### src/rtl/approx_mul_rescale.sv
// approx_mul_rescale: back-end of the approximate multiplier.
// Takes two truncated mantissas plus the number of LSBs the front-end
// dropped from each, multiplies the mantissas with a fixed-latency
// shift-add engine, then shifts the product left by the total dropped
// bits to restore its magnitude. Results leave on a valid/ready handshake.
module approx_mul_rescale #(
    parameter int MW    = 8,
    parameter int SW    = 4,
    parameter int MAXSH = 8,
    parameter int PW    = 32
) (
    input  logic          clk,
    input  logic          reset,
    input  logic          in_valid,
    output logic          in_ready,
    input  logic [MW-1:0] mant_a,
    input  logic [MW-1:0] mant_b,
    input  logic [SW-1:0] shamt_a,
    input  logic [SW-1:0] shamt_b,
    output logic          out_valid,
    input  logic          out_ready,
    output logic [PW-1:0] product,
    output logic          clamp
);

    // Iteration counter only has to reach MW-1.
    localparam int CW = (MW > 1) ? $clog2(MW) : 1;
    localparam logic [CW-1:0] LAST_ITER = CW'(MW - 1);

    // Saturation limit expressed at the width of the shift inputs.
    localparam logic [SW-1:0] MAXSH_S = SW'(MAXSH);

    typedef enum logic [1:0] {
        IDLE  = 2'd0,
        MUL   = 2'd1,
        SHIFT = 2'd2,
        DONE  = 2'd3
    } state_t;

    state_t           state;

    // Shift-add datapath: the multiplicand walks left inside a double-width
    // register while the multiplier walks right, one bit per cycle.
    logic [2*MW-1:0]  mcand;
    logic [MW-1:0]    mplier;
    logic [2*MW-1:0]  acc;
    logic [CW-1:0]    cnt;

    // Clamped per-operand shifts and the clamp flag for the in-flight result.
    logic [SW-1:0]    sa;
    logic [SW-1:0]    sb;
    logic             clamp_next;

    // Combinational helpers for capture and rescale.
    logic             over_a;
    logic             over_b;
    logic [SW-1:0]    sa_sat;
    logic [SW-1:0]    sb_sat;
    logic [SW:0]      shift_total;
    logic [PW-1:0]    acc_wide;

    assign over_a      = (shamt_a > MAXSH_S);
    assign over_b      = (shamt_b > MAXSH_S);
    assign sa_sat      = over_a ? MAXSH_S : shamt_a;
    assign sb_sat      = over_b ? MAXSH_S : shamt_b;

    // sa+sb never exceeds 2*MAXSH, so one extra bit holds the sum and the
    // PW-wide shift cannot lose any product bits.
    assign shift_total = {1'b0, sa} + {1'b0, sb};
    assign acc_wide    = {{(PW - 2*MW){1'b0}}, acc};

    // The block is ready exactly when idle, independent of in_valid.
    assign in_ready    = (state == IDLE);

    // Control FSM and datapath registers; reset aborts any in-flight result.
    always_ff @(posedge clk) begin
        if (reset) begin
            state      <= IDLE;
            mcand      <= '0;
            mplier     <= '0;
            acc        <= '0;
            cnt        <= '0;
            sa         <= '0;
            sb         <= '0;
            clamp_next <= 1'b0;
            product    <= '0;
            clamp      <= 1'b0;
            out_valid  <= 1'b0;
        end else begin
            case (state)
                IDLE: begin
                    if (in_valid) begin
                        mcand      <= {{MW{1'b0}}, mant_a};
                        mplier     <= mant_b;
                        sa         <= sa_sat;
                        sb         <= sb_sat;
                        clamp_next <= over_a | over_b;
                        acc        <= '0;
                        cnt        <= '0;
                        state      <= MUL;
                    end
                end

                MUL: begin
                    // Latency is fixed at MW iterations; a zero multiplier
                    // does not end the loop early.
                    if (mplier[0]) begin
                        acc <= acc + mcand;
                    end
                    mcand  <= mcand << 1;
                    mplier <= mplier >> 1;
                    cnt    <= cnt + 1'b1;
                    if (cnt == LAST_ITER) begin
                        state <= SHIFT;
                    end
                end

                SHIFT: begin
                    product   <= acc_wide << shift_total;
                    clamp     <= clamp_next;
                    out_valid <= 1'b1;
                    state     <= DONE;
                end

                DONE: begin
                    // product and clamp stay put after the handshake.
                    if (out_ready) begin
                        out_valid <= 1'b0;
                        state     <= IDLE;
                    end
                end

                default: begin
                    state <= IDLE;
                end
            endcase
        end
    end

endmodule

### config.mk
export PLATFORM = sky130hd
export DESIGN_NAME = approx_mul_rescale
export DESIGN_NICKNAME = d
export VERILOG_FILES = /design/src/rtl/approx_mul_rescale.sv
export SDC_FILE = /design/constraint.sdc
export NUM_CORES = 1
export LEC_CHECK = 0
export ABC_AREA = 1
export CAP_MARGIN = 20
export CORE_MARGIN = 4
export CORE_UTILIZATION = 25
export CTS_BUF_LIST = sky130_fd_sc_hd__clkbuf_2
export CTS_CLUSTER_SIZE = 10
export DETAILED_ROUTE_END_ITERATION = 7
export SLEW_MARGIN = 10
export SYNTH_ARGS = -nofsm -noshare
export SYNTH_HDL_FRONTEND = slang
export SYNTH_SLANG_ARGS = --single-unit
### constraint.sdc
create_clock -name clk -period 2.4 [get_ports clk]
set_input_delay 0.24 -clock clk [delete_from_list [all_inputs] [get_ports clk]]
set_output_delay 0.24 -clock clk [all_outputs]
set_load 0.005 [all_outputs]
==> metrics.md <==
| Metric | Value |
|---|---|
| Status | finished, final reports clean |
| Boundary Pins | 63 |
| # resized after CTS | 0 |
| RSZ-0062 raised after global routing | false |
| Starting Density | 0.253 |
| Die area | 0.0237 mm^2 |
| Pwr Total | 0.00486 W |
| WL per Instance | 13.4 um |
| Most Crowded Layer GR | met2 |
| Later-pin clock latency in the skew report | 610 ps |
| Hold slack | 168 ps |
| Post-synth top area share | 0.331 |
| CTS Buffer Depth | 2 |
| First-pass GRT wire length | between 20000 and 30000 um |
| Post-Route WL | 15400 um |
| Root Buffer | clkbuf_2 |
| Maximum vdd drop | between 0.7 and 0.8 mV |
| Yosys warns | 0 |
| Async SR Flop Fraction | 0 |
| Final Critical Period | between 2000 and 2500 ps |
| Synth Area in Compound Gates | 0.138 |
| Cell Area, Synth | ~0.0053 mm^2 |
| Share of cells above drive strength 1 | 0.0560 |
| Post-route cell area | 0.00627 mm^2 |
| Cell with the most instances after synthesis | nand2_1 |
| Dpl ws | 197 ps |
| Fin Clk Skew | 44.3 ps |
| GRT Total Usage | 0.130 |
| Critical Path AT | 2790 ps |
| Clock Pin Slew Worst Setup and Hold Paths | 270 ps |
| Relative slew slack | 0.422 |
| GR Util met1 | 0.179 |
| Vias in the first global route | 5168 |
| WP data required | around 3000 ps |
| Pre-Repair DR Iteration Count | 5 |
| TritonCTS clock tree | done |
| Worst Setup End Kind | flip-flop |
| Initial antenna violation count | 0 |
| Sequential fraction of the synthesis area | 0.331 |
| Simple-gate share of the synthesized area | 0.370 |
| PortBufs | 62 |
| Leakage | 2.64 nW |
| Total grt overflow | 0 |
| GP Congestion | 0.900 |
| Final Max Slew Viols | 0 |
| Vias | 5416 |
| Crit path max fanout | 19 |
| Hold Crit Class | in2reg |
| Syn Area/Cell | 6.46 um^2 |
| Core area | 0.0210 mm^2 |
| Die Y | 154 um |
| Cells after Synth | 825 |
| Multiplexer share of the synthesized area | 0 |
| CP startpoint kind | flip-flop |
| Area delta synth->final | 17.6% |
| Drc violations | 0 |
| Final hold vios | 0 |
| Synth top cells by count | 265 x nand2_1, 141 x nand3_1, 88 x dfxtp_1, 75 x a21oi_1, 65 x inv_1 |
| Largest net degree at the start of global routing | 67 |
| Most used DFF post-synth | dfxtp_1 |
| H-tree depth | 3 |
| TritonCTS Sinks | 88 |
| Starting DRT DRC Count | 347 |
| Inserted Clock Buffers | 9 |
| Power per Cell Area | 775 mW/mm^2 |
| Post CTS Setup Buffer Count | 0 |
| XOR/XNOR Fraction of Synth Area | 0.00493 |
| Number of hold buffers added after cts | 0 |
| Synth unique cells | 36 |
| Row cnt | 53 |
| Worst setup margin | roughly 180 ps |
| DRT antenna net count | 0 |
| Post-DP Area | about 0.0062 mm^2 |
| DIE WIDTH | about 150 um |
| Vias per cell | 4.71 |
| Dominant cells by area after synthesis | dfxtp_1 33%, nand2_1 19%, nand3_1 13% |
| Antenna cells | 0 |
| Adder-cell share of the synthesized area | 0.0662 |
| Detail Placement HPWL | between 10000 and 15000 um |
| # nets final | 925 |
| Setup TNS | 0 ps |
| Mapped Nets | 880 |
| Post-synth EDFFs | 0 |
| Largest family of logic cells by synthesized area | simple AND/OR/NAND/NOR gates |
| Total of max-cap violations | 0 |
| Tcrit/Tclk final | 0.925 |
| Top cell type by total area after synthesis | dfxtp_1 |
| GR Util met3 | 0.0284 |
| Max Freq | 450 MHz |
| GR Util met2 | 0.203 |
| Worst-Margin Slew | about 860 ps |
| Worst Path Class, Setup | reg2reg |
| Final setup fails | 0 |
| #FFs+latches synth | 88 |
==> worst max-delay path, cell delays in order (launching register included) <==
cell and delay, ps:
dfxtp_1 380, ha_1 200, fa_1 400, nand2_1 80, nand2_1 100, a21o_1 240, nor2_4 390, nand2_1 230
a21oi_1 160
==> routing by layer <==
metal | wire [um] | vias up | share of wire
met2 | 6720 | 132 | 0.44
met1 | 7520 | 2440 | 0.49
met4 | 356 | 0 | 0.023
met5 | 0 | - | 0
met3 | 777 | 28 | 0.051
li1 | - | 2816 | -
==> logic make-up (layout without fill, tap and decap cells) <==
kind of cell	after synthesis	count (layout)
buffers and inverters	111	161
xor gates and xnor gates	3	3
adders and majority gates	27	27
DFF	88	88
AOI/OAI and AO/OA	133	133
and+or+nand+nor	463	463
==> placed cells by master, fill, tap and decap left out, types with 3 or more instances in the layout <==
cell type / synthesis / layout
nor3_1: 7 / 7
a31oi_1: 14 / 14
nand2_2: 3 / 3
nand2_1: 265 / 265
a21oi_1: 75 / 75
dfxtp_1: 88 / 88
nor2_2: 3 / 3
o21a_1: 3 / 3
or2_2: 4 / 4
clkdlybuf4s50_1: 0 / 61
o21ai_1: 4 / 4
nor2_1: 33 / 33
clkbuf_2: 0 / 11
o21ai_0: 21 / 21
nand4_1: 3 / 3
clkinvlp_4: 0 / 3
inv_2: 7 / 6
ha_1: 25 / 25
inv_1: 65 / 65
o211ai_1: 5 / 5
buf_4: 6 / 11
nand3_1: 141 / 141
==> cell type report <==
type / count / area, um^2
repair buffers: 73 / 698
multi-input cells: 626 / 3100
flip-flops and latches: 88 / 1760
clock buffers: 11 / 55.1
inverters: 72 / 273
clock inverters: 5 / 40.0
fillers: 2359 / 14800
well taps: 275 / 344
==> metrics by stage <==
| step | instances | util |
|---|---|---|
| floorplan | 825 | - |
| global placement | 1134 | 0.293 |
| detailed placement | 1134 | 0.293 |
| CTS | 1150 | 0.298 |
| global route | 1150 | 0.298 |
| finish | 1150 | 0.298 |
==> report_power, final <==
part | internal (W) | switching, W
clock | 0.000151 | 0.000543
sequential | 0.00170 | 0.000165
combinational | 0.000769 | 0.00153
==> registers in the layout, indices dropped and copies added (netlist names) <==
signal and cells:
acc 16, clamp 1, clamp_next 1, cnt 3, mcand 16, mplier 8, out_valid 1, product 32
sa 4, sb 4, state 2
==> final timing paths <==
check,startpoint,end,slack (ps),cells past startpoint
max reg2reg,sb[0]$_SDFFE_PP0P_,product[0]$_SDFFE_PP0P_,180,8
max,sb[0]$_SDFFE_PP0P_,product[0]$_SDFFE_PP0P_,180,8
min reg2reg,product[2]$_SDFFE_PP0P_,product[2]$_SDFFE_PP0P_,480,2
min,mant_b[5],mplier[5]$_SDFFE_PP0P_,170,3
No activity file was read; power rests on OpenSTA's default activity.
